--- config.mk ---
export PLATFORM = sky130hd
export DESIGN_NAME = qam_regbank_arbiter_flat
export DESIGN_NICKNAME = d
export VERILOG_FILES = /design/src/rtl/qam_regbank_arbiter_if.sv /design/src/rtl/qam_regbank_arbiter.sv /design/src/flat_wrapper.sv
export SDC_FILE = /design/constraint.sdc
export NUM_CORES = 1
export LEC_CHECK = 0
export ABC_AREA = 1
export CAP_MARGIN = 15
export CORE_UTILIZATION = 45
export CTS_CLUSTER_DIAMETER = 50
export DETAILED_ROUTE_END_ITERATION = 16
export GPL_TIMING_DRIVEN = 0
export PLACE_DENSITY_LB_ADDON = 0.25
export RECOVER_POWER = 50
export SLEW_MARGIN = 20
export SYNTH_ARGS = -nofsm -noshare
export SYNTH_HDL_FRONTEND = slang
export SYNTH_SLANG_ARGS = --single-unit
export TNS_END_PERCENT = 5
--- constraint.sdc ---
create_clock -name clk_i -period 1.59 [get_ports clk_i]
set_input_delay 0.318 -clock clk_i [delete_from_list [all_inputs] [get_ports clk_i]]
set_output_delay 0.318 -clock clk_i [all_outputs]
set_load 0.1 [all_outputs]
--- src/rtl/qam_regbank_arbiter_if.sv ---
// rtl/qam_regbank_arbiter_if.sv - SPI, modulator and register-bank port bundle
interface qam_regbank_arbiter_if #(
    parameter int ADDR_W = 8,
    parameter int DATA_W = 16
);
    logic              spi_req;
    logic              spi_we;
    logic [ADDR_W-1:0] spi_addr;
    logic [DATA_W-1:0] spi_wdata;
    logic              spi_ack;
    logic [DATA_W-1:0] spi_rdata;

    logic              mod_req;
    logic [ADDR_W-1:0] mod_addr;
    logic              mod_ack;
    logic [DATA_W-1:0] mod_rdata;

    logic              mem_en;
    logic              mem_we;
    logic [ADDR_W-1:0] mem_addr;
    logic [DATA_W-1:0] mem_wdata;
    logic [DATA_W-1:0] mem_rdata;

    // Arbiter side
    modport slave (
        input  spi_req, spi_we, spi_addr, spi_wdata,
        output spi_ack, spi_rdata,
        input  mod_req, mod_addr,
        output mod_ack, mod_rdata,
        output mem_en, mem_we, mem_addr, mem_wdata,
        input  mem_rdata
    );

    // Requesters and bank side
    modport master (
        output spi_req, spi_we, spi_addr, spi_wdata,
        input  spi_ack, spi_rdata,
        output mod_req, mod_addr,
        input  mod_ack, mod_rdata,
        input  mem_en, mem_we, mem_addr, mem_wdata,
        output mem_rdata
    );
endinterface

--- src/rtl/qam_regbank_arbiter.sv ---
// rtl/qam_regbank_arbiter.sv - round-robin SPI/modulator arbiter for a single-port register bank
module qam_regbank_arbiter #(
    parameter int ADDR_W = 8,
    parameter int DATA_W = 16
) (
    input  logic                  clk_i,
    input  logic                  rst_i,
    qam_regbank_arbiter_if.slave  bus,
    output logic [15:0]           conflict_cnt_o
);

    typedef enum logic [1:0] {IDLE, WR, RD, RDATA} state_t;
    typedef enum logic {OWN_SPI, OWN_MOD} owner_t;

    state_t            state_q;
    owner_t            owner_q;
    owner_t            last_grant_q;
    logic [ADDR_W-1:0] addr_q;
    logic [DATA_W-1:0] wdata_q;
    logic              mem_en_q;
    logic              mem_we_q;
    logic              spi_ack_q;
    logic              mod_ack_q;
    logic [DATA_W-1:0] spi_rdata_q;
    logic [DATA_W-1:0] mod_rdata_q;
    logic [15:0]       conflict_cnt_q;
    logic [15:0]       conflict_cnt_d;
    logic              grant_spi;
    logic              grant_mod;
    logic              both_req;

    // Grant decision for the IDLE sample; a tie goes to whoever did not win last
    always_comb begin
        both_req  = bus.spi_req && bus.mod_req;
        grant_spi = bus.spi_req && (!bus.mod_req || (last_grant_q == OWN_MOD));
        grant_mod = bus.mod_req && !grant_spi;
    end

    // Transaction FSM; strobes and acks are registered so they line up with the state they belong to
    always_ff @(posedge clk_i) begin
        if (rst_i) begin
            state_q      <= IDLE;
            owner_q      <= OWN_MOD;
            last_grant_q <= OWN_MOD;
            addr_q       <= '0;
            wdata_q      <= '0;
            mem_en_q     <= 1'b0;
            mem_we_q     <= 1'b0;
            spi_ack_q    <= 1'b0;
            mod_ack_q    <= 1'b0;
            spi_rdata_q  <= '0;
            mod_rdata_q  <= '0;
        end else begin
            case (state_q)
                IDLE: begin
                    spi_ack_q <= 1'b0;
                    mod_ack_q <= 1'b0;
                    if (grant_spi) begin
                        owner_q      <= OWN_SPI;
                        last_grant_q <= OWN_SPI;
                        addr_q       <= bus.spi_addr;
                        wdata_q      <= bus.spi_wdata;
                        mem_en_q     <= 1'b1;
                        if (bus.spi_we) begin
                            mem_we_q  <= 1'b1;
                            spi_ack_q <= 1'b1;
                            state_q   <= WR;
                        end else begin
                            mem_we_q <= 1'b0;
                            state_q  <= RD;
                        end
                    end else if (grant_mod) begin
                        owner_q      <= OWN_MOD;
                        last_grant_q <= OWN_MOD;
                        addr_q       <= bus.mod_addr;
                        mem_en_q     <= 1'b1;
                        mem_we_q     <= 1'b0;
                        state_q      <= RD;
                    end
                end
                WR: begin
                    mem_en_q  <= 1'b0;
                    mem_we_q  <= 1'b0;
                    spi_ack_q <= 1'b0;
                    state_q   <= IDLE;
                end
                RD: begin
                    mem_en_q <= 1'b0;
                    mem_we_q <= 1'b0;
                    if (owner_q == OWN_SPI) begin
                        spi_ack_q <= 1'b1;
                    end else begin
                        mod_ack_q <= 1'b1;
                    end
                    state_q <= RDATA;
                end
                RDATA: begin
                    spi_ack_q <= 1'b0;
                    mod_ack_q <= 1'b0;
                    if (owner_q == OWN_SPI) begin
                        spi_rdata_q <= bus.mem_rdata;
                    end else begin
                        mod_rdata_q <= bus.mem_rdata;
                    end
                    state_q <= IDLE;
                end
                default: begin
                    mem_en_q  <= 1'b0;
                    mem_we_q  <= 1'b0;
                    spi_ack_q <= 1'b0;
                    mod_ack_q <= 1'b0;
                    state_q   <= IDLE;
                end
            endcase
        end
    end

    // Count IDLE cycles where both sides compete, sticking at all-ones
    always_comb begin
        conflict_cnt_d = conflict_cnt_q;
        if ((state_q == IDLE) && both_req && (conflict_cnt_q != 16'hFFFF)) begin
            conflict_cnt_d = conflict_cnt_q + 16'd1;
        end
    end

    // Conflict counter register
    always_ff @(posedge clk_i) begin
        if (rst_i) begin
            conflict_cnt_q <= '0;
        end else begin
            conflict_cnt_q <= conflict_cnt_d;
        end
    end

    // Bank read data arrives one cycle after the strobe, so it is passed straight through
    // during RDATA and latched on leaving it to hold the value between acks
    assign bus.spi_rdata = ((state_q == RDATA) && (owner_q == OWN_SPI)) ? bus.mem_rdata : spi_rdata_q;
    assign bus.mod_rdata = ((state_q == RDATA) && (owner_q == OWN_MOD)) ? bus.mem_rdata : mod_rdata_q;
    assign bus.spi_ack   = spi_ack_q;
    assign bus.mod_ack   = mod_ack_q;
    assign bus.mem_en    = mem_en_q;
    assign bus.mem_we    = mem_we_q;
    assign bus.mem_addr  = addr_q;
    assign bus.mem_wdata = wdata_q;
    assign conflict_cnt_o = conflict_cnt_q;

endmodule

--- src/flat_wrapper.sv ---
// flat-port wrapper written by rule: the top's interface ports become plain ports
module qam_regbank_arbiter_flat 
#(
    parameter int ADDR_W = 8,
    parameter int DATA_W = 16
)
  (clk_i, rst_i, conflict_cnt_o, bus_spi_req, bus_spi_we, bus_spi_addr, bus_spi_wdata, bus_spi_ack, bus_spi_rdata, bus_mod_req, bus_mod_addr, bus_mod_ack, bus_mod_rdata, bus_mem_en, bus_mem_we, bus_mem_addr, bus_mem_wdata, bus_mem_rdata);
  qam_regbank_arbiter_if #(.ADDR_W(ADDR_W), .DATA_W(DATA_W)) bus_i ();
  input  logic clk_i;
  input  logic rst_i;
  output logic [15:0] conflict_cnt_o;
  input wire logic [$bits(bus_i.spi_req)-1:0] bus_spi_req;
  input wire logic [$bits(bus_i.spi_we)-1:0] bus_spi_we;
  input wire logic [$bits(bus_i.spi_addr)-1:0] bus_spi_addr;
  input wire logic [$bits(bus_i.spi_wdata)-1:0] bus_spi_wdata;
  output wire logic [$bits(bus_i.spi_ack)-1:0] bus_spi_ack;
  output wire logic [$bits(bus_i.spi_rdata)-1:0] bus_spi_rdata;
  input wire logic [$bits(bus_i.mod_req)-1:0] bus_mod_req;
  input wire logic [$bits(bus_i.mod_addr)-1:0] bus_mod_addr;
  output wire logic [$bits(bus_i.mod_ack)-1:0] bus_mod_ack;
  output wire logic [$bits(bus_i.mod_rdata)-1:0] bus_mod_rdata;
  output wire logic [$bits(bus_i.mem_en)-1:0] bus_mem_en;
  output wire logic [$bits(bus_i.mem_we)-1:0] bus_mem_we;
  output wire logic [$bits(bus_i.mem_addr)-1:0] bus_mem_addr;
  output wire logic [$bits(bus_i.mem_wdata)-1:0] bus_mem_wdata;
  input wire logic [$bits(bus_i.mem_rdata)-1:0] bus_mem_rdata;
  assign bus_i.spi_req = bus_spi_req;
  assign bus_i.spi_we = bus_spi_we;
  assign bus_i.spi_addr = bus_spi_addr;
  assign bus_i.spi_wdata = bus_spi_wdata;
  assign bus_spi_ack = bus_i.spi_ack;
  assign bus_spi_rdata = bus_i.spi_rdata;
  assign bus_i.mod_req = bus_mod_req;
  assign bus_i.mod_addr = bus_mod_addr;
  assign bus_mod_ack = bus_i.mod_ack;
  assign bus_mod_rdata = bus_i.mod_rdata;
  assign bus_mem_en = bus_i.mem_en;
  assign bus_mem_we = bus_i.mem_we;
  assign bus_mem_addr = bus_i.mem_addr;
  assign bus_mem_wdata = bus_i.mem_wdata;
  assign bus_i.mem_rdata = bus_mem_rdata;
  qam_regbank_arbiter #(.ADDR_W(ADDR_W), .DATA_W(DATA_W)) u_core (.clk_i(clk_i), .rst_i(rst_i), .bus(bus_i), .conflict_cnt_o(conflict_cnt_o));
endmodule
==> qor_table.md <==
| Quantity | This run | Unit |
| --- | --- | --- |
| Post-detail-place hpwl | 6790 | microns |
| Shortest clock period the worst path allows after layout | 1950 | ps |
| Post-Route M1 WL | 4730 | microns |
| Run status | finished, violations left | - |
| Total Nets Final | 733 | - |
| Post-synth EDFFs | 0 | - |
| Final Hold Viols | 0 | - |
| Part of the power in registers | 31.9 | % |
| Share of synthesized area occupied by flip-flops and latches | 43.8 | % |
| Count of port buffers added during placement | 128 | - |
| Post-synthesis cell type count | 28 | - |
| Max-Slew Margin vs Limit | 63.1 | % |
| Count of yosys warnings during synthesis | 0 | - |
| Switch Pwr | 3.08 | mW |
| Final-layout setup total negative slack | -11430 | ps |
| Fraction of final layout cells sized beyond drive strength 1 | 38.7 | % |
| Switching share of power | 43.8 | % |
| Power density over the cells | 1120 | nW/um^2 |
| Kind of start point of the critical path | flop | - |
| Category of the worst setup path capture point | output pin | - |
| Root Buffer Master | sky130_fd_sc_hd__clkbuf_8 | - |
| Max-capacitance violation count | 0 | - |
| Height of the chip | 91.5 | microns |
| Post-Route Skew | 20.0 | ps |
| Setup repair after global routing missed its margin | yes | - |
| Max layer used | met4 | - |
| Placed Cells incl. Taps | 756 | - |
| Required time of the worst setup path | 1270 | ps |
| Number of antenna violations at the first check in global routing | 0 | - |
| Deepest clock path buffer count | 2 | - |
| Clock power share | 23.9 | % |
| Filler-free cell count of the finished design | 781 | - |
| Antenna diode count | 0 | - |
| H-tree lvl count | 3 | - |
| Hold Crit Class | flop to flop | - |
| Final wirelength | 12700 | microns |
| Area of the core region | 7730 | sq um |
| Average wire per cell in the routed design | 16.2 | microns |
| Area Growth Syn to Fin | 74.9 | % |
| Yosys reg bits | 79 | - |
| Largest net degree at the start of global routing | 14 | - |
| Filler Cells Inserted | 459 | - |
| Slew @ Worst Pin | 556 | ps |
| Peak supply drop | 1.06 | mV |
| Starting DRC count in detailed routing | 160 | - |
| Arrival time of data at the critical path endpoint | 1640 | ps |
| Finished Core Util | 81.7 | % |
| Global-route wire length before repair | 19600 | microns |
| Die span in x | 91.5 | microns |
| Global placement routability congestion | 0.800 | - |
| Number of sinks driven by the clock tree | 79 | - |
| Timing-limited maximum frequency | 512 | MHz |
| GR Util All Layers | 30.4 | % |
| Highest fanout seen on the critical path | 8 | - |
| Violations in the final reports | setup timing | - |
| Remaining global-route overflow | 0 | - |
| CTS tree | built | - |
| Detailed-route via count | 3941 | - |
| Vias per inst | 5.05 | - |
| Area of the die | 8380 | sq um |
| Detailed-routed wire length on met3 | 616 | microns |
| Met2 routed wirelength | 6790 | microns |
| Total leakage power | 2.98 | nW |
| Post-route antenna net violation count | 0 | - |
| Combinational power share | 44.2 | % |
| DRC violations left | 0 | - |
| Effective utilization at floorplan | 46.7 | % |
| Via count of the first global-routing pass | 3986 | - |
| Internal power | 3.95 | mW |
| Top-level port count | 129 | - |
| Ys async rst share | 0 | % |
| WS Path Type | flop to output pin | - |
| Number of instances in the synthesized netlist | 526 | - |
| Clock latency at the later pin of the worst-skew pair | 350 | ps |
| Setup-violating endpoint count in the final report | 57 | - |
| Rows | 32 | - |
| Fraction of the cycle the final worst path needs | 123 | % |
| Number of nets produced by synthesis | 585 | - |
| Top flip-flop cell by instance count after synthesis | sky130_fd_sc_hd__dfxtp_1 | - |
| Synthesized cell area | 3610 | sq um |
| Clock transition time at the flip-flop clock pins of the worst setup and hold paths | 70 | ps |
| Max Slew Vio Count | 0 | - |
| Setup WS post-layout | -364 | ps |
| Number of iterations in the first detailed-routing pass | 5 | - |
| CTS buffer count | 9 | - |
| Synthesized area per cell | 6.86 | sq um |
==> Yosys cell counts, types with 2 or more instances <==
cell type | number | area share (%)
sky130_fd_sc_hd__inv_1 | 110 | 11
sky130_fd_sc_hd__nor2_1 | 95 | 9.9
sky130_fd_sc_hd__nand2_1 | 81 | 8.4
sky130_fd_sc_hd__dfxtp_1 | 79 | 44
sky130_fd_sc_hd__o21ai_0 | 66 | 9.2
sky130_fd_sc_hd__a21oi_1 | 22 | 3.1
sky130_fd_sc_hd__clkbuf_1 | 11 | 1.1
sky130_fd_sc_hd__nand3_1 | 10 | 1.4
sky130_fd_sc_hd__o21ai_1 | 8 | 1.1
sky130_fd_sc_hd__ha_1 | 6 | 2.1
sky130_fd_sc_hd__nor2_4 | 6 | 1.9
sky130_fd_sc_hd__buf_2 | 5 | 0.69
sky130_fd_sc_hd__inv_2 | 3 | 0.31
sky130_fd_sc_hd__nand2_2 | 3 | 0.52
sky130_fd_sc_hd__nand3_2 | 3 | 0.83
sky130_fd_sc_hd__nor2_2 | 3 | 0.52
sky130_fd_sc_hd__buf_6 | 2 | 0.62
sky130_fd_sc_hd__nand4_1 | 2 | 0.35
sky130_fd_sc_hd__nor3_1 | 2 | 0.28
==> area by class of cell <==
type | count | area, sq um | share of cell area, %
inverters | 113 | 427 | 6.76
flip-flops and latches | 79 | 1650 | 26.1
well taps | 102 | 128 | 2.02
repair buffers | 137 | 1630 | 25.9
clock inverters | 3 | 46.3 | 0.734
clock buffers | 13 | 181 | 2.88
multi-input cells | 315 | 2030 | 32.2
plain buffers | 19 | 211 | 3.35
==> worst max-delay path, stage by stage (launching register included) <==
cell and delay (ps):
sky130_fd_sc_hd__dfxtp_4 360, sky130_fd_sc_hd__ha_4 200, sky130_fd_sc_hd__nand2_8 110, sky130_fd_sc_hd__clkbuf_16 190, sky130_fd_sc_hd__o21ai_4 180, sky130_fd_sc_hd__inv_2 80
sky130_fd_sc_hd__buf_12 170
==> power by group through the flow <==
stage	clock, mW	sequential (mW)	combinational [mW]
final	1.68	2.25	3.11
after detailed placement	0	2.28	2.62
after CTS	1.67	2.24	3.04
after global placement	0	2.27	2.59
after global routing	1.80	2.26	3.24
after floorplan	0	3.15	1.08
==> cells by family after synthesis <==
kind of cell             Yosys count  share of synthesized area (%)
AO/OA/AOI/OAI                    100                           14.4
buffers and inverters            132                           14.3
flip-flops                        79                           43.8
adder cells (fa/ha/maj)            6                           2.08
AND/OR/NAND/NOR                  208                           25.1
XOR/XNOR                           1                          0.243
==> routing by layer <==
layer | GRT usage [%] | vias up
met5 | 0 | -
met4 | 16.9 | 0
met3 | 6.20 | 43
met2 | 55.6 | 154
met1 | 32.2 | 1855
li1 | - | 1889
==> final timing paths <==
path	start	to	depth (start not counted)	slack, ps
hold reg to reg	u_core.bus.mem_en	u_core.bus.mem_en	2	500
hold / removal	u_core.bus.mem_en	u_core.bus.mem_en	2	500
setup reg to reg	u_core.state_q[0]	u_core.conflict_cnt_o[8]	10	-210
setup / recovery	u_core.state_q[1]	bus_mod_rdata[8]	6	-360
==> placed cells by master (no fill, tap or decap), types with 14 or more instances in the layout <==
master	count
sky130_fd_sc_hd__o21ai_4	23
sky130_fd_sc_hd__buf_2	14
sky130_fd_sc_hd__nor2_1	93
sky130_fd_sc_hd__nand2_2	19
sky130_fd_sc_hd__buf_12	32
sky130_fd_sc_hd__nand2_1	52
sky130_fd_sc_hd__o21ai_0	32
sky130_fd_sc_hd__inv_1	74
sky130_fd_sc_hd__a21oi_1	16
sky130_fd_sc_hd__dfxtp_1	60
sky130_fd_sc_hd__inv_2	38
sky130_fd_sc_hd__clkdlybuf4s50_1	50
sky130_fd_sc_hd__clkdlybuf4s18_2	15
sky130_fd_sc_hd__dfxtp_4	17
==> sequential cells by signal (all words and copies together), names as in the netlist, 2 cells and up <==
register	count
u_core.bus.mem_wdata	16
u_core.spi_rdata_q	16
u_core.bus.mem_addr	8
u_core.mod_rdata_q	16
u_core.conflict_cnt_o	16
u_core.state_q	2
==> repair_timing <==
item                       CTS  global route
pin swaps                    7             6
setup endpoints to repair   95           128
hold buffers                 0             0
buffers inserted             3             1
cloned                       5             0
gates resized for setup    580            72
==> metrics by stage <==
step           worst slack [ps]  area (sq um)  hold slack, ps  power [mW]
2_1_floorplan             -36.0          3740             453        4.24
3_3_place_gp              -1010          5150             455        4.86
3_5_place_dp              -1040          5150             471        4.90
4_1_cts                    -281          6320             497        6.95
5_1_grt                    -398          6310             530        7.29
6_report                   -364          6310             497        7.04
Power figures use the tool's default switching activity.
